==> src/rtl/noc_pkg.sv <==
// Shared NoC definitions for the write ingress path: command/rc codes,
// response opcode, receive state encoding and header field decoders.
package noc_pkg;

    localparam logic [2:0] CMD_READ  = 3'b001;
    localparam logic [2:0] CMD_WRITE = 3'b010;
    localparam logic [2:0] CMD_MSG   = 3'b101;

    localparam logic [1:0] RC_OK    = 2'b00;
    localparam logic [1:0] RC_ABORT = 2'b01;
    localparam logic [1:0] RC_OVF   = 2'b10;

    localparam logic [5:0] RSP_OPCODE = 6'b000100;

    typedef enum logic [2:0] {
        RX_IDLE,
        RX_DEST,
        RX_SRC,
        RX_ADDR,
        RX_DATA,
        RX_SKIP
    } rx_state_t;

    function automatic logic [3:0] alen_bytes(input logic [1:0] f);
        return 4'd1 << f;
    endfunction

    function automatic logic [7:0] dlen_bytes(input logic [2:0] f);
        return 8'd1 << f;
    endfunction

endpackage

==> src/rtl/noc_word_fifo.sv <==
// Small synchronous FIFO with show-ahead head; caller guarantees push only
// when not full (or popping) and pop only when not empty.
module noc_word_fifo #(
    parameter int WIDTH = 65,
    parameter int DEPTH = 4
) (
    input  logic             clk,
    input  logic             rst,
    input  logic             push,
    input  logic             pop,
    input  logic [WIDTH-1:0] wdata,
    output logic [WIDTH-1:0] rdata,
    output logic             full,
    output logic             empty
);

    localparam int AW = $clog2(DEPTH);

    logic [DEPTH-1:0][WIDTH-1:0] mem_q, mem_d;
    logic [AW:0]                 wp_q, wp_d, rp_q, rp_d;

    assign empty = (wp_q == rp_q);
    assign full  = (wp_q[AW] != rp_q[AW]) && (wp_q[AW-1:0] == rp_q[AW-1:0]);
    assign rdata = mem_q[rp_q[AW-1:0]];

    always_comb begin
        mem_d = mem_q;
        wp_d  = wp_q;
        rp_d  = rp_q;
        if (push) begin
            mem_d[wp_q[AW-1:0]] = wdata;
            wp_d = wp_q + 1'b1;
        end
        if (pop) rp_d = rp_q + 1'b1;
    end

    always_ff @(posedge clk or posedge rst) begin
        if (rst) begin
            mem_q <= '0;
            wp_q  <= '0;
            rp_q  <= '0;
        end else begin
            mem_q <= mem_d;
            wp_q  <= wp_d;
            rp_q  <= rp_d;
        end
    end

endmodule

==> src/rtl/noc_write_packer.sv <==
// NoC write ingress: parses write commands, packs data bytes little-endian into
// words, buffers them and streams them out with block tagging; returns a response.
module noc_write_packer
    import noc_pkg::*;
#(
    parameter int WORD_W      = 64,
    parameter int BLOCK_BYTES = 200,
    parameter int FIFO_DEPTH  = 4
) (
    input  logic              clk,
    input  logic              rst,
    input  logic              noc_to_dev_ctl,
    input  logic [7:0]        noc_to_dev_data,
    output logic              noc_from_dev_ctl,
    output logic [7:0]        noc_from_dev_data,
    output logic              pushin,
    output logic              firstin,
    input  logic              stopin,
    output logic [WORD_W-1:0] din
);

    localparam int B  = WORD_W / 8;
    localparam int IW = $clog2(B);
    localparam int CW = $clog2(BLOCK_BYTES);

    rx_state_t         st_q, st_d;
    logic [3:0]        alen_q, alen_d, acnt_q, acnt_d;
    logic [7:0]        dlen_q, dlen_d, dcnt_q, dcnt_d;
    logic [7:0]        src_q, src_d, dest_q, dest_d;
    logic              ovf_q, ovf_d;
    logic [IW-1:0]     idx_q, idx_d;
    logic [CW-1:0]     blk_q, blk_d;
    logic [WORD_W-1:0] res_q, res_d;
    logic [2:0][7:0]   rsp_q, rsp_d;
    logic [1:0]        rleft_q, rleft_d;
    logic              fctl_q, fctl_d;
    logic [7:0]        fdata_q, fdata_d;
    logic              pushin_q, pushin_d, firstin_q, firstin_d;
    logic [WORD_W-1:0] din_q, din_d;

    logic              byte_in, word_done, word_first, rsp_go, abort, drop, bypass;
    logic [7:0]        rsp_len;
    logic [1:0]        rc;
    logic              fifo_push, fifo_pop, fifo_full, fifo_empty;
    logic [WORD_W:0]   fifo_rdata;

    always_comb begin
        st_d    = st_q;
        alen_d  = alen_q;
        acnt_d  = acnt_q;
        dlen_d  = dlen_q;
        dcnt_d  = dcnt_q;
        src_d   = src_q;
        dest_d  = dest_q;
        ovf_d   = ovf_q;
        idx_d   = idx_q;
        blk_d   = blk_q;
        res_d   = res_q;
        byte_in = 1'b0;
        rsp_go  = 1'b0;
        abort   = 1'b0;
        rsp_len = dcnt_q;

        // A header byte is always reparsed as a new command, even mid-command.
        if (noc_to_dev_ctl) begin
            abort  = (st_q == RX_DATA);
            rsp_go = abort;
            st_d   = (noc_to_dev_data[2:0] == CMD_WRITE) ? RX_DEST : RX_SKIP;
            alen_d = alen_bytes(noc_to_dev_data[7:6]);
            dlen_d = dlen_bytes(noc_to_dev_data[5:3]);
            acnt_d = '0;
            dcnt_d = '0;
            ovf_d  = 1'b0;
        end else begin
            case (st_q)
                RX_DEST: if (noc_to_dev_data == 8'h00) st_d = RX_SKIP;
                         else begin dest_d = noc_to_dev_data; st_d = RX_SRC; end
                RX_SRC:  if (noc_to_dev_data == 8'h00) st_d = RX_SKIP;
                         else begin src_d = noc_to_dev_data; st_d = RX_ADDR; end
                RX_ADDR: begin
                    acnt_d = acnt_q + 4'd1;
                    if (acnt_d == alen_q) st_d = RX_DATA;
                end
                RX_DATA: begin
                    byte_in = 1'b1;
                    dcnt_d  = dcnt_q + 8'd1;
                    if (dcnt_d == dlen_q) begin
                        rsp_go  = 1'b1;
                        rsp_len = dcnt_d;
                        st_d    = RX_IDLE;
                    end
                end
                default: ;
            endcase
        end

        word_done  = 1'b0;
        word_first = 1'b0;
        if (byte_in) begin
            res_d[8*int'(idx_q) +: 8] = noc_to_dev_data;
            blk_d = (blk_q == CW'(BLOCK_BYTES-1)) ? '0 : blk_q + 1'b1;
            if (idx_q == IW'(B-1)) begin
                word_done  = 1'b1;
                word_first = (blk_q == CW'(B-1));
                idx_d      = '0;
            end else begin
                idx_d = idx_q + 1'b1;
            end
        end

        // Output register loads only while not stalled; an empty FIFO lets a
        // freshly completed word go straight to the output.
        fifo_pop  = !stopin && !fifo_empty;
        bypass    = !stopin && fifo_empty && word_done;
        fifo_push = word_done && !bypass && (!fifo_full || fifo_pop);
        drop      = word_done && !bypass && fifo_full && !fifo_pop;
        if (drop) ovf_d = 1'b1;

        pushin_d  = pushin_q;
        firstin_d = firstin_q;
        din_d     = din_q;
        if (!stopin) begin
            pushin_d  = !fifo_empty || word_done;
            firstin_d = 1'b0;
            if (!fifo_empty) begin
                {firstin_d, din_d} = fifo_rdata;
            end else if (word_done) begin
                firstin_d = word_first;
                din_d     = res_d;
            end
        end

        rc      = abort ? RC_ABORT : ((ovf_q || drop) ? RC_OVF : RC_OK);
        fctl_d  = 1'b0;
        fdata_d = 8'h00;
        rsp_d   = rsp_q;
        rleft_d = rleft_q;
        if (rsp_go) begin
            fctl_d  = 1'b1;
            fdata_d = {rc, RSP_OPCODE};
            rsp_d   = {rsp_len, dest_q, src_q};
            rleft_d = 2'd3;
        end else if (rleft_q != 2'd0) begin
            fdata_d = rsp_q[0];
            rsp_d   = {8'h00, rsp_q[2:1]};
            rleft_d = rleft_q - 2'd1;
        end
    end

    always_ff @(posedge clk or posedge rst) begin
        if (rst) begin
            st_q      <= RX_IDLE;
            alen_q    <= '0;
            acnt_q    <= '0;
            dlen_q    <= '0;
            dcnt_q    <= '0;
            src_q     <= '0;
            dest_q    <= '0;
            ovf_q     <= 1'b0;
            idx_q     <= '0;
            blk_q     <= '0;
            res_q     <= '0;
            rsp_q     <= '0;
            rleft_q   <= '0;
            fctl_q    <= 1'b0;
            fdata_q   <= '0;
            pushin_q  <= 1'b0;
            firstin_q <= 1'b0;
            din_q     <= '0;
        end else begin
            st_q      <= st_d;
            alen_q    <= alen_d;
            acnt_q    <= acnt_d;
            dlen_q    <= dlen_d;
            dcnt_q    <= dcnt_d;
            src_q     <= src_d;
            dest_q    <= dest_d;
            ovf_q     <= ovf_d;
            idx_q     <= idx_d;
            blk_q     <= blk_d;
            res_q     <= res_d;
            rsp_q     <= rsp_d;
            rleft_q   <= rleft_d;
            fctl_q    <= fctl_d;
            fdata_q   <= fdata_d;
            pushin_q  <= pushin_d;
            firstin_q <= firstin_d;
            din_q     <= din_d;
        end
    end

    noc_word_fifo #(
        .WIDTH(WORD_W + 1),
        .DEPTH(FIFO_DEPTH)
    ) u_fifo (
        .clk   (clk),
        .rst   (rst),
        .push  (fifo_push),
        .pop   (fifo_pop),
        .wdata ({word_first, res_d}),
        .rdata (fifo_rdata),
        .full  (fifo_full),
        .empty (fifo_empty)
    );

    assign noc_from_dev_ctl  = fctl_q;
    assign noc_from_dev_data = fdata_q;
    assign pushin            = pushin_q;
    assign firstin           = firstin_q;
    assign din               = din_q;

endmodule
==> config.mk <==
export PLATFORM = sky130hd
export DESIGN_NAME = noc_write_packer
export DESIGN_NICKNAME = d
export VERILOG_FILES = /design/src/rtl/noc_pkg.sv /design/src/rtl/noc_word_fifo.sv /design/src/rtl/noc_write_packer.sv
export SDC_FILE = /design/constraint.sdc
export NUM_CORES = 1
export LEC_CHECK = 0
export BUFFER_PORTS_ARGS = -buffer_cell sky130_fd_sc_hd__buf_2
export CAP_MARGIN = 20
export CORE_MARGIN = 2
export CORE_UTILIZATION = 25
export DETAILED_ROUTE_END_ITERATION = 8
export GPL_TIMING_DRIVEN = 0
export PLACE_DENSITY = 0.51
export SYNTH_ARGS = -nofsm -noshare
export SYNTH_HDL_FRONTEND = slang
export SYNTH_SLANG_ARGS = --single-unit
==> constraint.sdc <==
create_clock -name clk -period 16.8 [get_ports clk]
set_input_delay 1.68 -clock clk [delete_from_list [all_inputs] [get_ports clk]]
set_output_delay 1.68 -clock clk [all_outputs]
set_load 0.02 [all_outputs]
==> flow_summary.json, run 1 <==
{
  "die_w_um": 295.5,
  "via_count": 15200,
  "final.min_clock_period_ps": 4764,
  "seq_area_frac_synth_pct": 57.26,
  "grt_pass1_vias": 15860,
  "worstSkewPairLatency_ps": 630,
  "cts_tree": "done",
  "hold_buffers": 0,
  "num_antenna_cells": 0,
  "synthFlopType": "dfrtp_1",
  "root_buffer": "clkbuf_16",
  "required_ps": 17230,
  "synthesis.nets": 1948,
  "drt_wl_total_um": 62310,
  "rr_worst_depth": 8,
  "globalRouteMet2Util_pct": 24.40,
  "grt_pass1_wl_um": 96690,
  "htreeDepth": 2,
  "peakVddDrop_uv": 82.39,
  "globalRouteMet3Util_pct": 2.293,
  "nets": 2097,
  "maxCapViolations": 0,
  "clkTransAtPathRegs_ps": 60,
  "wire_per_inst_um": 19.18,
  "holdCritStartpoint": "u_fifo.mem_q[139]",
  "core_um2": 83820,
  "status": "finished, final reports clean",
  "power_density_nw_per_um2": 156.1,
  "hold_end": "u_fifo.mem_q[139]",
  "synth.distinct_cells": 57,
  "setup_viol": 0,
  "cts_buffer_depth": 3,
  "postCtsSetupBuffers": 0,
  "yosysWarnings": 0,
  "r2r-end": "u_fifo.mem_q[259]",
  "cp.arrival_ps": 5190,
  "syn-mean-instance-area_um2": 11.06,
  "dieArea_um2": 87300,
  "synth-seq-cells": 486,
  "worstPathMaxFanout": 10,
  "drtIter0Drc": 1101,
  "port_buffers": 85,
  "drive_gt1_share_pct": 15.79,
  "hold_viol": 0,
  "worst_pin_slew_ps": 1291,
  "area_growth_syn_to_layout_pct": 18.44,
  "async_reset_ff_share_pct": 100.0,
  "grt_busiest_layer": "met2",
  "grt_start_max_net_pins": 119,
  "cts.sinks": 486,
  "rsz0062_at_grt": "false",
  "multi_input_area_um2": 8205,
  "total_power_mw": 3.927,
  "grt_overflow_total": 0,
  "post-dp-hpwl_um": 42740,
  "io_pins": 87,
  "reg2reg_from": "st_q[2]",
  "place.gp.congestion": 0.8169,
  "criticalPathCategory": "in2reg",
  "vias_per_cell": 4.679,
  "seqCellArea_um2": 12160,
  "synth_edf_count": 0,
  "hold_path_class": "reg2reg",
  "cts_resized": 0,
  "cts_buffers": 54,
  "met1_usage_pct": 18.46,
  "grt_use_total_pct": 14.35,
  "slew_headroom_pct": 13.69,
  "drc": 0,
  "fin_util_pct": 30.01,
  "ant_nets": 0,
  "initial_utilization_pct": 25.34,
  "synth.cell_area_um2": 21240,
  "grt_antenna_before_repair": 3,
  "r2r_slack_ps": 12780,
  "row_count": 106,
  "crit_path_end_kind": "register",
  "fmax_mhz": 209.9,
  "hold_depth": 2,
  "skew_ps": 56.85,
  "leakagePower_nw": 11.47,
  "post-route-period-util_pct": 28.36,
  "syn_inst": 1921,
  "die_h_um": 295.5,
  "report.final.slew_viol_count": 0,
  "dr.pass1.iters": 5,
  "final.fill_count": 8651,
  "critPathLaunchType": "input pin"
}
state kept, by name, summed over array words and instances (netlist names), 2 cells and up:
| register | count |
|---|---|
| acnt_q | 4 |
| alen_q | 4 |
| blk_q | 8 |
| dcnt_q | 8 |
| dest_q | 8 |
| din | 64 |
| dlen_q | 8 |
| idx_q | 3 |
| noc_from_dev_data | 8 |
| res_q | 64 |
| rleft_q | 2 |
| rsp_q | 24 |
| src_q | 8 |
| st_q | 3 |
| u_fifo.mem_q | 260 |
| u_fifo.rp_q | 3 |
| u_fifo.wp_q | 3 |
Yosys cell counts, drive strengths merged (45+ instances only):
cell	count	area share (%)
dfrtp	486	57
nand2	365	6.5
o21ai	278	6.6
clkbuf	113	2.0
inv	88	1.6
mux4	65	6.9
mux2i	64	3.0
o21a	57	2.0
o211ai	56	2.0
mux2	53	2.8
nor2	45	0.80
worst max-delay path, cell delays in order:
cell	delay [ps]
buf_2	120
nor4b_2	1090
nand2_1	210
a21oi_1	610
nand2_1	350
clkbuf_1	440
clkbuf_1	440
nand2_1	160
o21ai_0	80
worst max-delay path by stage:
| stage | depth (start not counted) | from | slack [ps] | endpoint |
|---|---|---|---|---|
| after floorplan | 1 | rst | 1560 | acnt_q[0] |
| after global placement | 2 | rst | -3340 | u_fifo.mem_q[153] |
| after detailed placement | 9 | noc_to_dev_ctl | 11550 | u_fifo.mem_q[239] |
| after CTS | 9 | noc_to_dev_ctl | 12180 | u_fifo.mem_q[259] |
| after global routing | 9 | noc_to_dev_ctl | 11940 | u_fifo.mem_q[238] |
| final | 9 | noc_to_dev_ctl | 12040 | u_fifo.mem_q[259] |
power by group:
part,leakage [nW],internal [mW],switching [mW]
clock network,0.925,0.750,0.508
registers,6.59,1.36,0.106
logic,3.96,0.395,0.804
total,11.5,2.51,1.42
routing by layer:
layer | up-vias | wire length (um) | part of all wire [%]
met2 | 364 | 30600 | 49
met5 | - | 0 | 0
li1 | 6922 | - | -
met1 | 7814 | 26860 | 43
met4 | 0 | 1874 | 3.0
met3 | 103 | 2976 | 4.8
logic make-up after synthesis:
logic type	after synthesis	share of synthesized area, %
AOI/OAI and AO/OA	448	12.24
xor gates and xnor gates	45	2.056
adders and majority gates	15	0.8837
buffers and inverters	224	4.100
DFF	486	57.26
muxes	182	12.72
and+or+nand+nor	521	10.73
metrics by stage:
step	hold WS [ps]	cells	worst slack [ps]	area [um^2]	TNS (ps)
3_3_place_gp	456.2	3140	-3343	23080	-1595000
2_1_floorplan	444.6	1921	1557	21240	0
6_report	474.0	3249	12040	25150	0
3_5_place_dp	465.2	3147	11550	23230	0
5_1_grt	493.9	3249	11940	25150	0
4_1_cts	479.2	3248	12180	25140	0
placed cells by master, fill, tap and decap left out, types with 6 or more instances in the layout:
cell type	instances
dfrtp_1	486
nand2_1	361
o21ai_0	274
clkbuf_1	120
buf_2	96
inv_1	87
mux4_2	65
mux2i_1	64
o21a_1	57
o211ai_1	56
clkbuf_16	55
mux2_2	53
nor2_1	45
a21oi_1	27
nand3_1	27
xnor2_1	25
and2_1	25
xor2_1	17
ha_1	15
clkinv_2	12
nor3_1	10
buf_1	9
nand3b_1	9
clkbuf_8	9
a31oi_1	8
nor3b_1	7
bufinv_16	7
o22ai_1	6
clkinvlp_4	6
layout make-up:
| class | instances | area share [%] |
|---|---|---|
| repair buffers | 93 | 2.308 |
| plain buffers | 136 | 2.149 |
| multi-input cells | 1211 | 32.62 |
| clock inverters | 29 | 1.507 |
| inverters | 88 | 1.343 |
| flip-flops and latches | 486 | 48.35 |
| clock buffers | 72 | 6.083 |
| well taps | 1134 | 5.641 |
Power figures use the tool's default switching activity.
==> run 2, diff against run 1 <==
--- a/config.mk
+++ b/config.mk
@@ -11,7 +11,7 @@
 export CORE_UTILIZATION = 25
 export DETAILED_ROUTE_END_ITERATION = 8
 export GPL_TIMING_DRIVEN = 0
-export PLACE_DENSITY = 0.51
+export PLACE_DENSITY = 0.52
 export SYNTH_ARGS = -nofsm -noshare
 export SYNTH_HDL_FRONTEND = slang
 export SYNTH_SLANG_ARGS = --single-unit
==> constraint.sdc (replaced) <==
create_clock -name clk -period 4.26 [get_ports clk]
set_input_delay 0.426 -clock clk [delete_from_list [all_inputs] [get_ports clk]]
set_output_delay 0.426 -clock clk [all_outputs]
set_load 0.02 [all_outputs]
==> run 2 against run 1 <==
  * Largest cell class unchanged
  * Count of clock-buffer cells in the layout rose by 7
  * Setup slack got worse by 11000 ps
  * Critical path type is now reg2reg
  * Hold slack worse by 290 ps
  * Critical path depth down 1
  * Via count is 1.9% higher
  * Routed wire length increased by 1.9%
  * Core utilization increased by 0.10 points
  * Non-clock buffer count is 9 higher
==> flow_summary.json, run 2 (same netlist as run 1, synthesis figures left out) <==
{
  "grt_start_max_net_pins": 47,
  "globalRouteMet2Util_pct": 24.56,
  "cpMaxStageDelayCell": "nor4b_2",
  "crit_family": "simple AND/OR/NAND/NOR gates",
  "postCtsSetupBuffers": 0,
  "dieArea_um2": 87300,
  "worst_pin_slew_ps": 978.6,
  "die_w_um": 295.5,
  "post-dp-hpwl_um": 43830,
  "wire_per_inst_um": 19.49,
  "grt_busiest_layer": "met2",
  "r2r_slack_ps": 650,
  "row_count": 106,
  "place_area_um2": 23360,
  "fin_util_pct": 30.11,
  "port_buffers": 85,
  "skew_ps": 37.72,
  "critPathLaunchType": "register",
  "final.min_clock_period_ps": 3612,
  "cp.arrival_ps": 4080,
  "cpMostUsedCell": "nand2_1",
  "path_cells": "nor4b_2, nand2_1, a21oi_1, nand2_1, clkbuf_1, buf_1, nand2_1, o21ai_0",
  "final.fill_count": 8681,
  "ant_nets": 0,
  "status": "finished, final reports clean",
  "io_pins": 87,
  "grt_pass1_vias": 16220,
  "drt_wl_total_um": 63480,
  "drive_gt1_share_pct": 16.02,
  "area_growth_syn_to_layout_pct": 18.84,
  "rr_worst_depth": 8,
  "place.gp.congestion": 0.8471,
  "crit_buf_inv": 2,
  "hold_depth": 2,
  "power_density_nw_per_um2": 609.7,
  "met1_usage_pct": 18.70,
  "die_h_um": 295.5,
  "worstPathMaxFanout": 10,
  "grt_use_total_pct": 14.64,
  "report.final.slew_viol_count": 0,
  "crit_path_max_incr_delay_ps": 710,
  "crit_path_end_kind": "register",
  "grt_antenna_before_repair": 1,
  "hold_end": "pushin",
  "core_um2": 83820,
  "reg2reg_from": "st_q[2]",
  "final_common_cell": "dfrtp_1",
  "holdCritStartpoint": "stopin",
  "vias_per_cell": 4.754,
  "seqCellArea_um2": 12160,
  "required_ps": 4730,
  "clkTransAtPathRegs_ps": 60,
  "leakagePower_nw": 11.51,
  "root_buffer": "clkbuf_16",
  "cts_tree": "done",
  "multi_input_area_um2": 8205,
  "grt_overflow_total": 0,
  "hold_path_class": "in2reg",
  "hold_viol": 0,
  "maxCapViolations": 0,
  "largest-register": "u_fifo.mem_q",
  "post-route-period-util_pct": 84.80,
  "worstSkewPairLatency_ps": 640,
  "htreeDepth": 2,
  "drtIter0Drc": 1053,
  "cts_buffer_depth": 3,
  "r2r-end": "u_fifo.mem_q[254]",
  "final_area_um2": 25240,
  "final_cell_mix": "dfrtp_1 (486), nand2_1 (361), o21ai_0 (274)",
  "fmax_mhz": 276.8,
  "drc": 0,
  "via_count": 15490,
  "grt_pass1_wl_um": 98600,
  "largest_reg_flops": 260,
  "criticalPathCategory": "reg2reg",
  "globalRouteMet3Util_pct": 2.691,
  "cts_buffers": 55,
  "nets": 2107,
  "initial_utilization_pct": 25.34,
  "slew_headroom_pct": 34.76,
  "setup_viol": 0,
  "cts.sinks": 486,
  "dr.pass1.iters": 6,
  "rsz0062_at_grt": "false",
  "setup_tns_ps": 0,
  "peakVddDrop_uv": 300.9
}
[run 2: repair_timing]
| item | 4_1_cts | 5_1_grt |
|---|---|---|
| resized for setup | 0 | 0 |
| hold buffers | 1 | 0 |
| hold endpoints to repair | 18 | 0 |
[run 2: how the worst max path moves through the flow]
stage	from	end	slack [ps]	cells after the start
finish	st_q[2]	u_fifo.mem_q[254]	650	8
detailed placement	noc_to_dev_ctl	u_fifo.mem_q[237]	510	9
CTS	st_q[2]	u_fifo.mem_q[237]	660	8
global route	st_q[2]	u_fifo.mem_q[233]	460	8
floorplan	rst	acnt_q[0]	-2750	1
global placement	rst	din[22]	-5330	2
[run 2: worst register-to-register path: cells and delay by family, from the launching register on]
| family | cells | cell delay, ps |
|---|---|---|
| and+or+nand+nor | 4 | 1410 |
| buffers and inverters | 2 | 910 |
| AOI/OAI and AO/OA | 2 | 660 |
| DFF | 1 | 470 |
[run 2: final cells by class]
class                   instances  share of cell area (%)
diodes                          1                0.009915
plain buffers                 136                   2.142
clock buffers                  79                   6.405
clock inverters                21                  0.9469
inverters                      88                   1.324
multi-input cells            1211                   32.51
flip-flops and latches        486                   48.19
well taps                    1134                   5.622
repair buffers                102                   2.855
[run 2: report_power, final]
part	switching (mW)	leakage (nW)	internal, mW	total [mW]
logic	3.18	4.02	1.57	4.75
registers	0.434	6.59	5.38	5.81
clock network	2.00	0.911	2.83	4.83
[run 2: stage by stage]
| step | instances | hold slack [ps] | total power, mW | setup WS, ps |
|---|---|---|---|---|
| finish | 3258 | 180.5 | 15.39 | 647.6 |
| global placement | 3140 | 455.4 | 10.58 | -5327 |
| global route | 3257 | 185.0 | 16.21 | 465.0 |
| floorplan | 1921 | 444.6 | 8.830 | -2755 |
| CTS | 3256 | 152.0 | 15.58 | 655.7 |
| detailed placement | 3155 | 464.9 | 10.69 | 511.0 |
[run 2: layer usage]
metal / up-vias / wire length (um)
li1: 6944 / -
met1: 7979 / 26750
met2: 448 / 30700
met3: 114 / 3687
met4: 2 / 2328
met5: - / 16
